`config.mk`:
```
export PLATFORM = sky130hd
export DESIGN_NAME = id_ex_stage_flat
export DESIGN_NICKNAME = d
export VERILOG_FILES = /design/src/rtl/id_ex_stage_if.sv /design/src/rtl/id_ex_stage.sv /design/src/flat_wrapper.sv
export SDC_FILE = /design/constraint.sdc
export NUM_CORES = 1
export LEC_CHECK = 0
export BUFFER_PORTS_ARGS = -buffer_cell sky130_fd_sc_hd__buf_2
export CAP_MARGIN = 10
export CORE_MARGIN = 4
export CORE_UTILIZATION = 40
export CTS_BUF_LIST = sky130_fd_sc_hd__clkbuf_16
export DETAILED_ROUTE_END_ITERATION = 8
export PLACE_DENSITY = 0.75
export RECOVER_POWER = 50
export SYNTH_ARGS = -nofsm -noshare
export SYNTH_HDL_FRONTEND = slang
export SYNTH_SLANG_ARGS = --single-unit
```
`constraint.sdc`:
```
create_clock -name clk -period 4 [get_ports clk]
set_input_delay 0.8 -clock clk [delete_from_list [all_inputs] [get_ports clk]]
set_output_delay 0.8 -clock clk [all_outputs]
set_load 0.02 [all_outputs]
```
`src/rtl/id_ex_stage_if.sv`:
```
// Signal bundle between decode, the EX/MEM and MEM/WB writers, and the ID/EX stage.
// The master drives decode fields and writer buses; the slave (id_ex_stage) drives ALU operands.
interface id_ex_stage_if;
    logic        ID_Valid;
    logic [31:0] ID_RD1;
    logic [31:0] ID_RD2;
    logic [31:0] ID_Imm32;
    logic        ID_BSel;
    logic [2:0]  ID_ALUOp;
    logic [4:0]  ID_Rs;
    logic [4:0]  ID_Rt;
    logic [4:0]  ID_WAddr;
    logic        ID_MemRead;
    logic        Flush;
    logic        MEM_WE;
    logic [4:0]  MEM_WAddr;
    logic [31:0] MEM_Result;
    logic        WB_WE;
    logic [4:0]  WB_WAddr;
    logic [31:0] WB_WD;
    logic        Stall;
    logic [31:0] A;
    logic [31:0] B;
    logic [2:0]  ALUOp;
    logic        EX_Valid;
    logic [4:0]  EX_WAddr;
    logic        EX_MemRead;

    modport master (
        output ID_Valid, ID_RD1, ID_RD2, ID_Imm32, ID_BSel, ID_ALUOp, ID_Rs, ID_Rt,
               ID_WAddr, ID_MemRead, Flush, MEM_WE, MEM_WAddr, MEM_Result,
               WB_WE, WB_WAddr, WB_WD,
        input  Stall, A, B, ALUOp, EX_Valid, EX_WAddr, EX_MemRead
    );

    modport slave (
        input  ID_Valid, ID_RD1, ID_RD2, ID_Imm32, ID_BSel, ID_ALUOp, ID_Rs, ID_Rt,
               ID_WAddr, ID_MemRead, Flush, MEM_WE, MEM_WAddr, MEM_Result,
               WB_WE, WB_WAddr, WB_WD,
        output Stall, A, B, ALUOp, EX_Valid, EX_WAddr, EX_MemRead
    );
endinterface

```
`src/rtl/id_ex_stage.sv`:
```
// ID/EX pipeline stage: latches decoded operands, forwards EX/MEM and MEM/WB results, raises Stall on hazards.
// Define ID_EX_FWD_EN for forwarding (load-use stall only); without it the stage stalls on any in-flight producer.
module id_ex_stage (
    input  logic         clk,
    input  logic         reset,
    id_ex_stage_if.slave bus
);
    logic        valid_q,   valid_d;
    logic [31:0] rd1_q,     rd1_d;
    logic [31:0] rd2_q,     rd2_d;
    logic [31:0] imm_q,     imm_d;
    logic        bsel_q,    bsel_d;
    logic [2:0]  aluop_q,   aluop_d;
    logic [4:0]  rs_q,      rs_d;
    logic [4:0]  rt_q,      rt_d;
    logic [4:0]  waddr_q,   waddr_d;
    logic        memread_q, memread_d;

    logic        stall;
    logic        ex_hit;
    logic [31:0] a_val;
    logic [31:0] rt_val;

    // Destination of the instruction in EX matches a source of the instruction in ID.
    assign ex_hit = (waddr_q != 5'd0) &&
                    ((waddr_q == bus.ID_Rs) || (waddr_q == bus.ID_Rt));

`ifdef ID_EX_FWD_EN
    function automatic logic [31:0] fwd_sel(
        input logic [4:0]  src,
        input logic [31:0] latched,
        input logic        mem_we,
        input logic [4:0]  mem_waddr,
        input logic [31:0] mem_result,
        input logic        wb_we,
        input logic [4:0]  wb_waddr,
        input logic [31:0] wb_wd
    );
        if (src != 5'd0 && mem_we && mem_waddr == src)
            return mem_result;
        else if (src != 5'd0 && wb_we && wb_waddr == src)
            return wb_wd;
        else
            return latched;
    endfunction

    assign stall  = ~reset & ~bus.Flush & bus.ID_Valid & valid_q & memread_q & ex_hit;
    assign a_val  = fwd_sel(rs_q, rd1_q, bus.MEM_WE, bus.MEM_WAddr, bus.MEM_Result,
                            bus.WB_WE, bus.WB_WAddr, bus.WB_WD);
    assign rt_val = fwd_sel(rt_q, rd2_q, bus.MEM_WE, bus.MEM_WAddr, bus.MEM_Result,
                            bus.WB_WE, bus.WB_WAddr, bus.WB_WD);
`else
    logic mem_hit;

    assign mem_hit = bus.MEM_WE && (bus.MEM_WAddr != 5'd0) &&
                     ((bus.MEM_WAddr == bus.ID_Rs) || (bus.MEM_WAddr == bus.ID_Rt));
    // Reset gating matters here: a live MEM writer must not hold Stall high during reset.
    assign stall  = ~reset & ~bus.Flush & bus.ID_Valid & ((valid_q & ex_hit) | mem_hit);
    assign a_val  = rd1_q;
    assign rt_val = rd2_q;
`endif

    // NOTE: every next-state signal gets a default (hold) first so no latch is inferred.
    always_comb begin
        valid_d   = valid_q;
        rd1_d     = rd1_q;
        rd2_d     = rd2_q;
        imm_d     = imm_q;
        bsel_d    = bsel_q;
        aluop_d   = aluop_q;
        rs_d      = rs_q;
        rt_d      = rt_q;
        waddr_d   = waddr_q;
        memread_d = memread_q;
        if (bus.Flush || stall) begin
            // Bubble: only control is cleared, data registers keep their contents.
            valid_d   = 1'b0;
            waddr_d   = 5'd0;
            memread_d = 1'b0;
            aluop_d   = 3'd0;
            bsel_d    = 1'b0;
        end else begin
            valid_d   = bus.ID_Valid;
            rd1_d     = bus.ID_RD1;
            rd2_d     = bus.ID_RD2;
            imm_d     = bus.ID_Imm32;
            bsel_d    = bus.ID_BSel;
            aluop_d   = bus.ID_ALUOp;
            rs_d      = bus.ID_Rs;
            rt_d      = bus.ID_Rt;
            waddr_d   = bus.ID_WAddr;
            memread_d = bus.ID_MemRead;
        end
    end

    // NOTE: state registers use non-blocking assignments so all flops update together.
    always_ff @(posedge clk or posedge reset) begin
        if (reset) begin
            valid_q   <= 1'b0;
            rd1_q     <= 32'd0;
            rd2_q     <= 32'd0;
            imm_q     <= 32'd0;
            bsel_q    <= 1'b0;
            aluop_q   <= 3'd0;
            rs_q      <= 5'd0;
            rt_q      <= 5'd0;
            waddr_q   <= 5'd0;
            memread_q <= 1'b0;
        end else begin
            valid_q   <= valid_d;
            rd1_q     <= rd1_d;
            rd2_q     <= rd2_d;
            imm_q     <= imm_d;
            bsel_q    <= bsel_d;
            aluop_q   <= aluop_d;
            rs_q      <= rs_d;
            rt_q      <= rt_d;
            waddr_q   <= waddr_d;
            memread_q <= memread_d;
        end
    end

    assign bus.Stall      = stall;
    assign bus.A          = a_val;
    assign bus.B          = bsel_q ? imm_q : rt_val;
    assign bus.ALUOp      = aluop_q;
    assign bus.EX_Valid   = valid_q;
    assign bus.EX_WAddr   = waddr_q;
    assign bus.EX_MemRead = memread_q;
endmodule

```
`src/flat_wrapper.sv`:
```
// flat-port wrapper written by rule: the top's interface ports become plain ports
module id_ex_stage_flat 
  (clk, reset, bus_ID_Valid, bus_ID_RD1, bus_ID_RD2, bus_ID_Imm32, bus_ID_BSel, bus_ID_ALUOp, bus_ID_Rs, bus_ID_Rt, bus_ID_WAddr, bus_ID_MemRead, bus_Flush, bus_MEM_WE, bus_MEM_WAddr, bus_MEM_Result, bus_WB_WE, bus_WB_WAddr, bus_WB_WD, bus_Stall, bus_A, bus_B, bus_ALUOp, bus_EX_Valid, bus_EX_WAddr, bus_EX_MemRead);
  id_ex_stage_if bus_i ();
  input  logic clk;
  input  logic reset;
  input wire logic [$bits(bus_i.ID_Valid)-1:0] bus_ID_Valid;
  input wire logic [$bits(bus_i.ID_RD1)-1:0] bus_ID_RD1;
  input wire logic [$bits(bus_i.ID_RD2)-1:0] bus_ID_RD2;
  input wire logic [$bits(bus_i.ID_Imm32)-1:0] bus_ID_Imm32;
  input wire logic [$bits(bus_i.ID_BSel)-1:0] bus_ID_BSel;
  input wire logic [$bits(bus_i.ID_ALUOp)-1:0] bus_ID_ALUOp;
  input wire logic [$bits(bus_i.ID_Rs)-1:0] bus_ID_Rs;
  input wire logic [$bits(bus_i.ID_Rt)-1:0] bus_ID_Rt;
  input wire logic [$bits(bus_i.ID_WAddr)-1:0] bus_ID_WAddr;
  input wire logic [$bits(bus_i.ID_MemRead)-1:0] bus_ID_MemRead;
  input wire logic [$bits(bus_i.Flush)-1:0] bus_Flush;
  input wire logic [$bits(bus_i.MEM_WE)-1:0] bus_MEM_WE;
  input wire logic [$bits(bus_i.MEM_WAddr)-1:0] bus_MEM_WAddr;
  input wire logic [$bits(bus_i.MEM_Result)-1:0] bus_MEM_Result;
  input wire logic [$bits(bus_i.WB_WE)-1:0] bus_WB_WE;
  input wire logic [$bits(bus_i.WB_WAddr)-1:0] bus_WB_WAddr;
  input wire logic [$bits(bus_i.WB_WD)-1:0] bus_WB_WD;
  output wire logic [$bits(bus_i.Stall)-1:0] bus_Stall;
  output wire logic [$bits(bus_i.A)-1:0] bus_A;
  output wire logic [$bits(bus_i.B)-1:0] bus_B;
  output wire logic [$bits(bus_i.ALUOp)-1:0] bus_ALUOp;
  output wire logic [$bits(bus_i.EX_Valid)-1:0] bus_EX_Valid;
  output wire logic [$bits(bus_i.EX_WAddr)-1:0] bus_EX_WAddr;
  output wire logic [$bits(bus_i.EX_MemRead)-1:0] bus_EX_MemRead;
  assign bus_i.ID_Valid = bus_ID_Valid;
  assign bus_i.ID_RD1 = bus_ID_RD1;
  assign bus_i.ID_RD2 = bus_ID_RD2;
  assign bus_i.ID_Imm32 = bus_ID_Imm32;
  assign bus_i.ID_BSel = bus_ID_BSel;
  assign bus_i.ID_ALUOp = bus_ID_ALUOp;
  assign bus_i.ID_Rs = bus_ID_Rs;
  assign bus_i.ID_Rt = bus_ID_Rt;
  assign bus_i.ID_WAddr = bus_ID_WAddr;
  assign bus_i.ID_MemRead = bus_ID_MemRead;
  assign bus_i.Flush = bus_Flush;
  assign bus_i.MEM_WE = bus_MEM_WE;
  assign bus_i.MEM_WAddr = bus_MEM_WAddr;
  assign bus_i.MEM_Result = bus_MEM_Result;
  assign bus_i.WB_WE = bus_WB_WE;
  assign bus_i.WB_WAddr = bus_WB_WAddr;
  assign bus_i.WB_WD = bus_WB_WD;
  assign bus_Stall = bus_i.Stall;
  assign bus_A = bus_i.A;
  assign bus_B = bus_i.B;
  assign bus_ALUOp = bus_i.ALUOp;
  assign bus_EX_Valid = bus_i.EX_Valid;
  assign bus_EX_WAddr = bus_i.EX_WAddr;
  assign bus_EX_MemRead = bus_i.EX_MemRead;
  id_ex_stage u_core (.clk(clk), .reset(reset), .bus(bus_i));
endmodule
```
==> flow_summary.ini, run 1 <==
[min_path]
hold_path.class = reg2reg
min_path_cells = 1

[floorplanning]
start_util_pct = 41.6
dieArea_um2 = 13200
die_y_um = 115
die_w_um = 115
num_rows = 38
coreArea_um2 = 11000
pin_count = 271

[timing]
fin_crit_ns = 2.85
hold_violations = 0
rsz0062_at_grt = no
period_share_pct = 71.1
max_freq_ghz = 0.351
hold_slack_ns = 0.490
relSlewSlack_pct = -1.45
setup_viol = 0
tns_ns = 0
skew_ns = 0.00565
worst_pin_slew_ns = 1.52
drv_slew = 64

[synthesis]
synth.area.mux_share_pct = 31.6
yosysWarnings = 0
ys_top_cells_by_area = dfrtp_1 (59%), mux2_2 (27%), mux2_1 (4.7%)
synth_cells = 301
synthSimpleGateAreaFrac_pct = 2.85
synth_adder_area_share_pct = 0
synthDistinctLibCells = 21
post_synth.cell_area_avg_um2 = 15.2
synth_nets = 497
synth_xor_area_share_pct = 3.84
ys_seq_area_share_pct = 58.6
synth-compound-area-share_pct = 1.37
synth_area_leader_cell = dfrtp_1
synth_seq_cells = 107
synthesis.area_um2 = 4570
yosysTopAreaCellShare_pct = 58.6
synth_top_family_by_area = multiplexers

[clocking]
clock_sinks = 107
postCtsSetupBuffers = 0
clock_path_buffers = 2
htree_levels = 3
post_cts_resized = 0
ctsHoldBuffers = 0
cts.reportedPaths.clkPinSlew_ns = 0.07
clockRootBuffer = clkbuf_16
cts_tree = built
cts-buffers-inserted = 9
insertion_delay_ns = 0.34

[power_and_ir_drop]
pwr-share-clk_pct = 34.6
p_seq_share_pct = 47.1
power.internal_mw = 1.96
ir_worst_vdd_v = 0.000251
sw_frac_of_total_pct = 25.8
p_sw_mw = 0.682
powerDensity_nw_per_um2 = 443
combPwrFrac_pct = 18.3
power_leakage_nw = 2.74

[layout]
finalNetCount = 698
syn2layout_area_growth_pct = 30.6
diodes = 0
fillCellCount = 969
drive_above_1_share_pct = 57.6

[route]
drt_iter0_markers = 105
viasPerCell = 4.79
drtPass1Iterations = 4
ant_nets = 0
vias = 3098
drc = 0
wl_per_cell_um = 15.7
drt_wl_total_um = 10200

[run_status]
status = finished, violations left
violations = max-capacitance violations, max-slew violations

[global_route]
grt.overflow.total = 0
grt_pass1_wl_um = 15700
grt_max_degree = 89
grt_pass1_vias = 3315
grt_usage_pct = 15.1
grt_antenna_before_repair = 0

[job]
maxCapViolations = 1

[critical_path]
crit_cells = 3
path_cells = buf_4 > mux2_2 > buf_2
crit_arrival_ns = 2.05
cp_max_fo = 19
crit_family = flip-flops
worst_path_max_delay_cell = dfrtp_1
critical_path_class = reg2out
crit_path_end_kind = output pin
cp_slowest_stage_delay_ns = 0.75
crit_buf_inv = 2
cp.required_ns = 3.20
critPathLaunchType = register
ff2ff_path_depth = 5

[placed_design]
hpwl_um = 7560
io_buffers = 200
place_congestion = 0.873
## power groups by stage
| stage | Sequential (mW) | Clock [mW] | Combinational, mW |
|---|---|---|---|
| after CTS | 1.24 | 0.945 | 0.502 |
| final | 1.24 | 0.914 | 0.482 |
| after detailed placement | 1.26 | 0 | 0.500 |
| after global placement | 1.25 | 0 | 0.488 |
| after global routing | 1.26 | 0.990 | 0.522 |
| after floorplan | 1.30 | 0 | 0.275 |
## registers in the layout, summed over array words and instances, names as in the netlist
register / count
u_core.bsel_q: 1
u_core.bus.EX_MemRead: 1
u_core.bus.EX_WAddr: 5
u_core.rd2_q: 32
u_core.bus.EX_Valid: 1
u_core.imm_q: 32
u_core.bus.A: 32
u_core.bus.ALUOp: 3
## final timing paths
| path | slack [ns] | start | endpoint |
|---|---|---|---|
| worst max-delay path | 1.15 | u_core.bsel_q | bus_B[17] |
| worst min-delay path | 0.49 | u_core.rd2_q[6] | u_core.rd2_q[6] |
| worst max register to register | 1.46 | u_core.bus.EX_WAddr[1] | u_core.bus.A[2] |
| worst min register to register | 0.49 | u_core.rd2_q[6] | u_core.rd2_q[6] |
| max in group asynchronous | 1.23 | reset | u_core.rd2_q[25] |
| min in group asynchronous | 0.67 | reset | u_core.bus.A[29] |
## worst register-to-register path, delay by kind of cell (launching register included)
kind | cells | cell delay, ns
buf+inv | 1 | 0.56
simple gates | 1 | 0.40
compound gates | 2 | 0.60
flops | 1 | 0.43
mux | 1 | 0.44
## cells in the mapped netlist
cell type and count:
o311a_1 1, nand3_1 4, xnor2_1 20, buf_2 7, a21oi_1 1, nor3_1 1
buf_4 3, a22o_1 1, clkbuf_1 2, and2_1 11, dfrtp_1 107, nand2_1 5
inv_1 1, buf_1 3, o22ai_1 2, mux2_1 19, nor2_1 1, nor3b_1 1
a221oi_4 1, or3_1 1, mux2_2 109
## kinds of logic after synthesis
kind of cell | Yosys count
multiplexers | 128
flip-flops | 107
AND/OR/NAND/NOR | 24
XOR/XNOR | 20
buffers and inverters | 16
AO/OA/AOI/OAI | 6
## layout by cell type (no fill, tap or decap)
master / count
buf_4: 4
nand2_1: 5
clkbuf_2: 1
mux2_1: 19
inv_1: 2
nor2_1: 1
and2_1: 11
nor3_1: 1
xnor2_1: 20
clkbuf_1: 38
mux2_2: 109
o311a_1: 1
bufinv_16: 2
a21oi_1: 1
dfrtp_1: 107
clkbuf_16: 9
or3_1: 1
clkinvlp_4: 1
clkinv_2: 2
a221oi_4: 1
nand3_1: 4
o22ai_1: 2
nor3b_1: 1
a22o_1: 1
buf_2: 162
clkinvlp_2: 1
## routing by layer
layer  GRT usage, %  share of wire, %  vias to the layer above
li1               -                 -                     1466
met1           17.4                38                     1507
met5              0                 0                        -
met2           26.0                53                      115
met4           5.71               1.0                        0
met3           5.11               8.3                       10
## layout make-up
cell class | count | area [µm²] | share of cell area, %
timing repair buffer | 205 | 988 | 16.6
tap | 140 | 175 | 2.94
multi-input combinational | 178 | 1810 | 30.3
clock buffer | 9 | 225 | 3.78
clock inverter | 7 | 85.1 | 1.43
inverter | 1 | 5.00 | 0.0839
sequential | 107 | 2680 | 44.9
## stage by stage
step	setup WS (ns)	cell area, µm²	total power [mW]	std cells	utilization (%)
after global placement	1.27	5700	1.74	630	51.9
after detailed placement	1.26	5700	1.76	630	51.9
after floorplan	0.383	4570	1.57	301	-
after CTS	1.11	6010	2.69	646	54.7
after global routing	0.705	5970	2.77	647	54.3
final	1.15	5970	2.64	647	54.3
(Power assumes the default switching activity.)
==> run 2: changes to the inputs <==
- CORE_UTILIZATION: 40 -> 39
- PLACE_DENSITY: 0.75 -> 0.76
- clock period: 4 -> 2.6 ns (I/O delays scaled with it)
==> run 2 against run 1 <==
  * The flow now finishes without violations
  * Sequential share of layout area about the same
  * Register-to-register slack got worse by 1.3 ns
  * Sequential power increased by 54%
  * Die area increased by 2.4%
  * Flip-flop and latch count unchanged
  * Worst setup slack got worse by 0.96 ns
  * Clock skew increased by 0.0017 ns
  * Core utilization decreased by 2.1 points
  * Critical endpoint is now bus_Stall
==> flow_summary.ini, run 2 (synthesis gave the netlist of run 1 again) <==
[critical_path]
crit_buf_inv = 1
critical_path_class = reg2out
rr_endpoint = u_core.imm_q[15]
cp.required_ns = 2.08
crit_path_end_kind = output pin
path_cells = or3_1 > o311a_1 > a22o_1 > buf_2
critPathLaunch = u_core.bus.EX_WAddr[1]
critPathLaunchType = register
crit_family = compound AO/OA/AOI/OAI gates
worst_path_max_delay_cell = dfrtp_1
cp_max_fo = 4
r2r-start = u_core.bus.EX_WAddr[1]
rrSetupSlack_ns = 0.21
cp-endpoint = bus_Stall
cp_slowest_stage_delay_ns = 0.42
ff2ff_path_depth = 5
crit_cells = 4
crit_arrival_ns = 1.89

[route]
drtPass1Iterations = 4
drt_iter0_markers = 109
drc = 0
wl_per_cell_um = 15.6
viasPerCell = 4.74
drt_wl_total_um = 10100
ant_nets = 0
vias = 3076

[floorplanning]
dieArea_um2 = 13500
num_rows = 39
die_w_um = 116
start_util_pct = 40.0
pin_count = 271
die_y_um = 116
coreArea_um2 = 11400

[global_route]
grt_pass1_vias = 3240
grt_antenna_before_repair = 0
grt_pass1_wl_um = 15500
grt_max_degree = 108
grt_usage_pct = 14.7
grt.overflow.total = 0

[job]
maxCapViolations = 0

[timing]
max_freq_ghz = 0.416
rsz0062_at_grt = no
setup_viol = 0
hold_slack_ns = 0.389
drv_slew = 0
worst_pin_slew_ns = 1.44
final.setup.worst_slack_ns = 0.193
fin_crit_ns = 2.41
period_share_pct = 92.6
tns_ns = 0
hold_violations = 0
skew_ns = 0.00733
relSlewSlack_pct = 4.31

[clocking]
htree_levels = 3
postCtsSetupBuffers = 0
clock_path_buffers = 2
cts-buffers-inserted = 9
post_cts_resized = 0
clockRootBuffer = clkbuf_16
cts.reportedPaths.clkPinSlew_ns = 0.06
cts_tree = built
clock_sinks = 107
insertion_delay_ns = 0.34
ctsHoldBuffers = 0

[layout]
syn2layout_area_growth_pct = 30.5
finalNetCount = 698
drive_above_1_share_pct = 56.9
fillCellCount = 1025
diodes = 0
layout_commonest_cell = buf_2
final_cell_mix = buf_2 (162), mux2_2 (109), dfrtp_1 (107)

[power_and_ir_drop]
power_leakage_nw = 2.73
ir_worst_vdd_v = 0.000356
report.power.total_mw = 3.94
powerDensity_nw_per_um2 = 662

[placed_design]
io_buffers = 200
place_congestion = 0.714
hpwl_um = 7550
dp_slack_ns = 0.217

[run_status]
status = completed

[min_path]
hold_path.class = in2reg
==> run 2: changes by cell type in the layout (fill, tap and decap cells not counted), sizes merged <==
cell / previous run / this run
inv: 2 / 1
clkinv: 2 / 4
bufinv: 2 / 1
clkinvlp: 2 / 1
==> run 2: area by class of cell <==
type                       instances  area, µm²  area share, %
sequential                       107       2680           44.9
multi-input combinational        178       1810           30.4
timing repair buffer             205       1020           17.0
clock buffer                       9        225           3.78
tap                              143        179           3.00
clock inverter                     6       48.8          0.819
inverter                           1       5.00         0.0840
==> run 2: worst min-delay path by stage <==
stage | from | end | slack [ns] | cells past startpoint
6_report | bus_ID_WAddr[2] | u_core.bus.EX_WAddr[2] | 0.39 | 2
5_1_grt | bus_ID_RD2[3] | u_core.rd2_q[3] | 0.38 | 2
4_1_cts | bus_ID_WAddr[2] | u_core.bus.EX_WAddr[2] | 0.37 | 2
3_5_place_dp | u_core.rd2_q[11] | u_core.rd2_q[11] | 0.47 | 1
3_3_place_gp | u_core.bus.A[28] | u_core.bus.A[28] | 0.46 | 1
2_1_floorplan | u_core.rd2_q[0] | u_core.rd2_q[0] | 0.45 | 1
==> run 2: worst reg2reg max path: cells and delay by family (launching register included) <==
family / cells / cell delay [ns]
muxes: 1 / 0.42
AOI/OAI and AO/OA: 2 / 0.71
DFF: 1 / 0.42
and+or+nand+nor: 1 / 0.41
buffers and inverters: 1 / 0.32
==> run 2: power breakdown <==
part / switching, mW / leakage, nW / total, mW / internal [mW]
sequential: 0.0796 / 1.26 / 1.91 / 1.83
clock: 0.559 / 0.137 / 1.28 / 0.725
combinational: 0.396 / 1.33 / 0.752 / 0.356
==> run 2: layer usage <==
layer  GRT usage, %  wire length [µm]  vias up
met5              0                 0        -
met4           6.03               155        0
met3           4.15               911       11
met2           25.1              5080      116
met1           17.6              3990     1490
li1               -                 -     1459
==> run 2: through the flow <==
step / cell area [µm²] / cells / utilization (%)
5_1_grt: 5960 / 649 / 52.2
6_report: 5960 / 649 / 52.2
2_1_floorplan: 4570 / 301 / -
3_3_place_gp: 5750 / 634 / 50.4
3_5_place_dp: 5750 / 634 / 50.4
4_1_cts: 6020 / 649 / 52.8
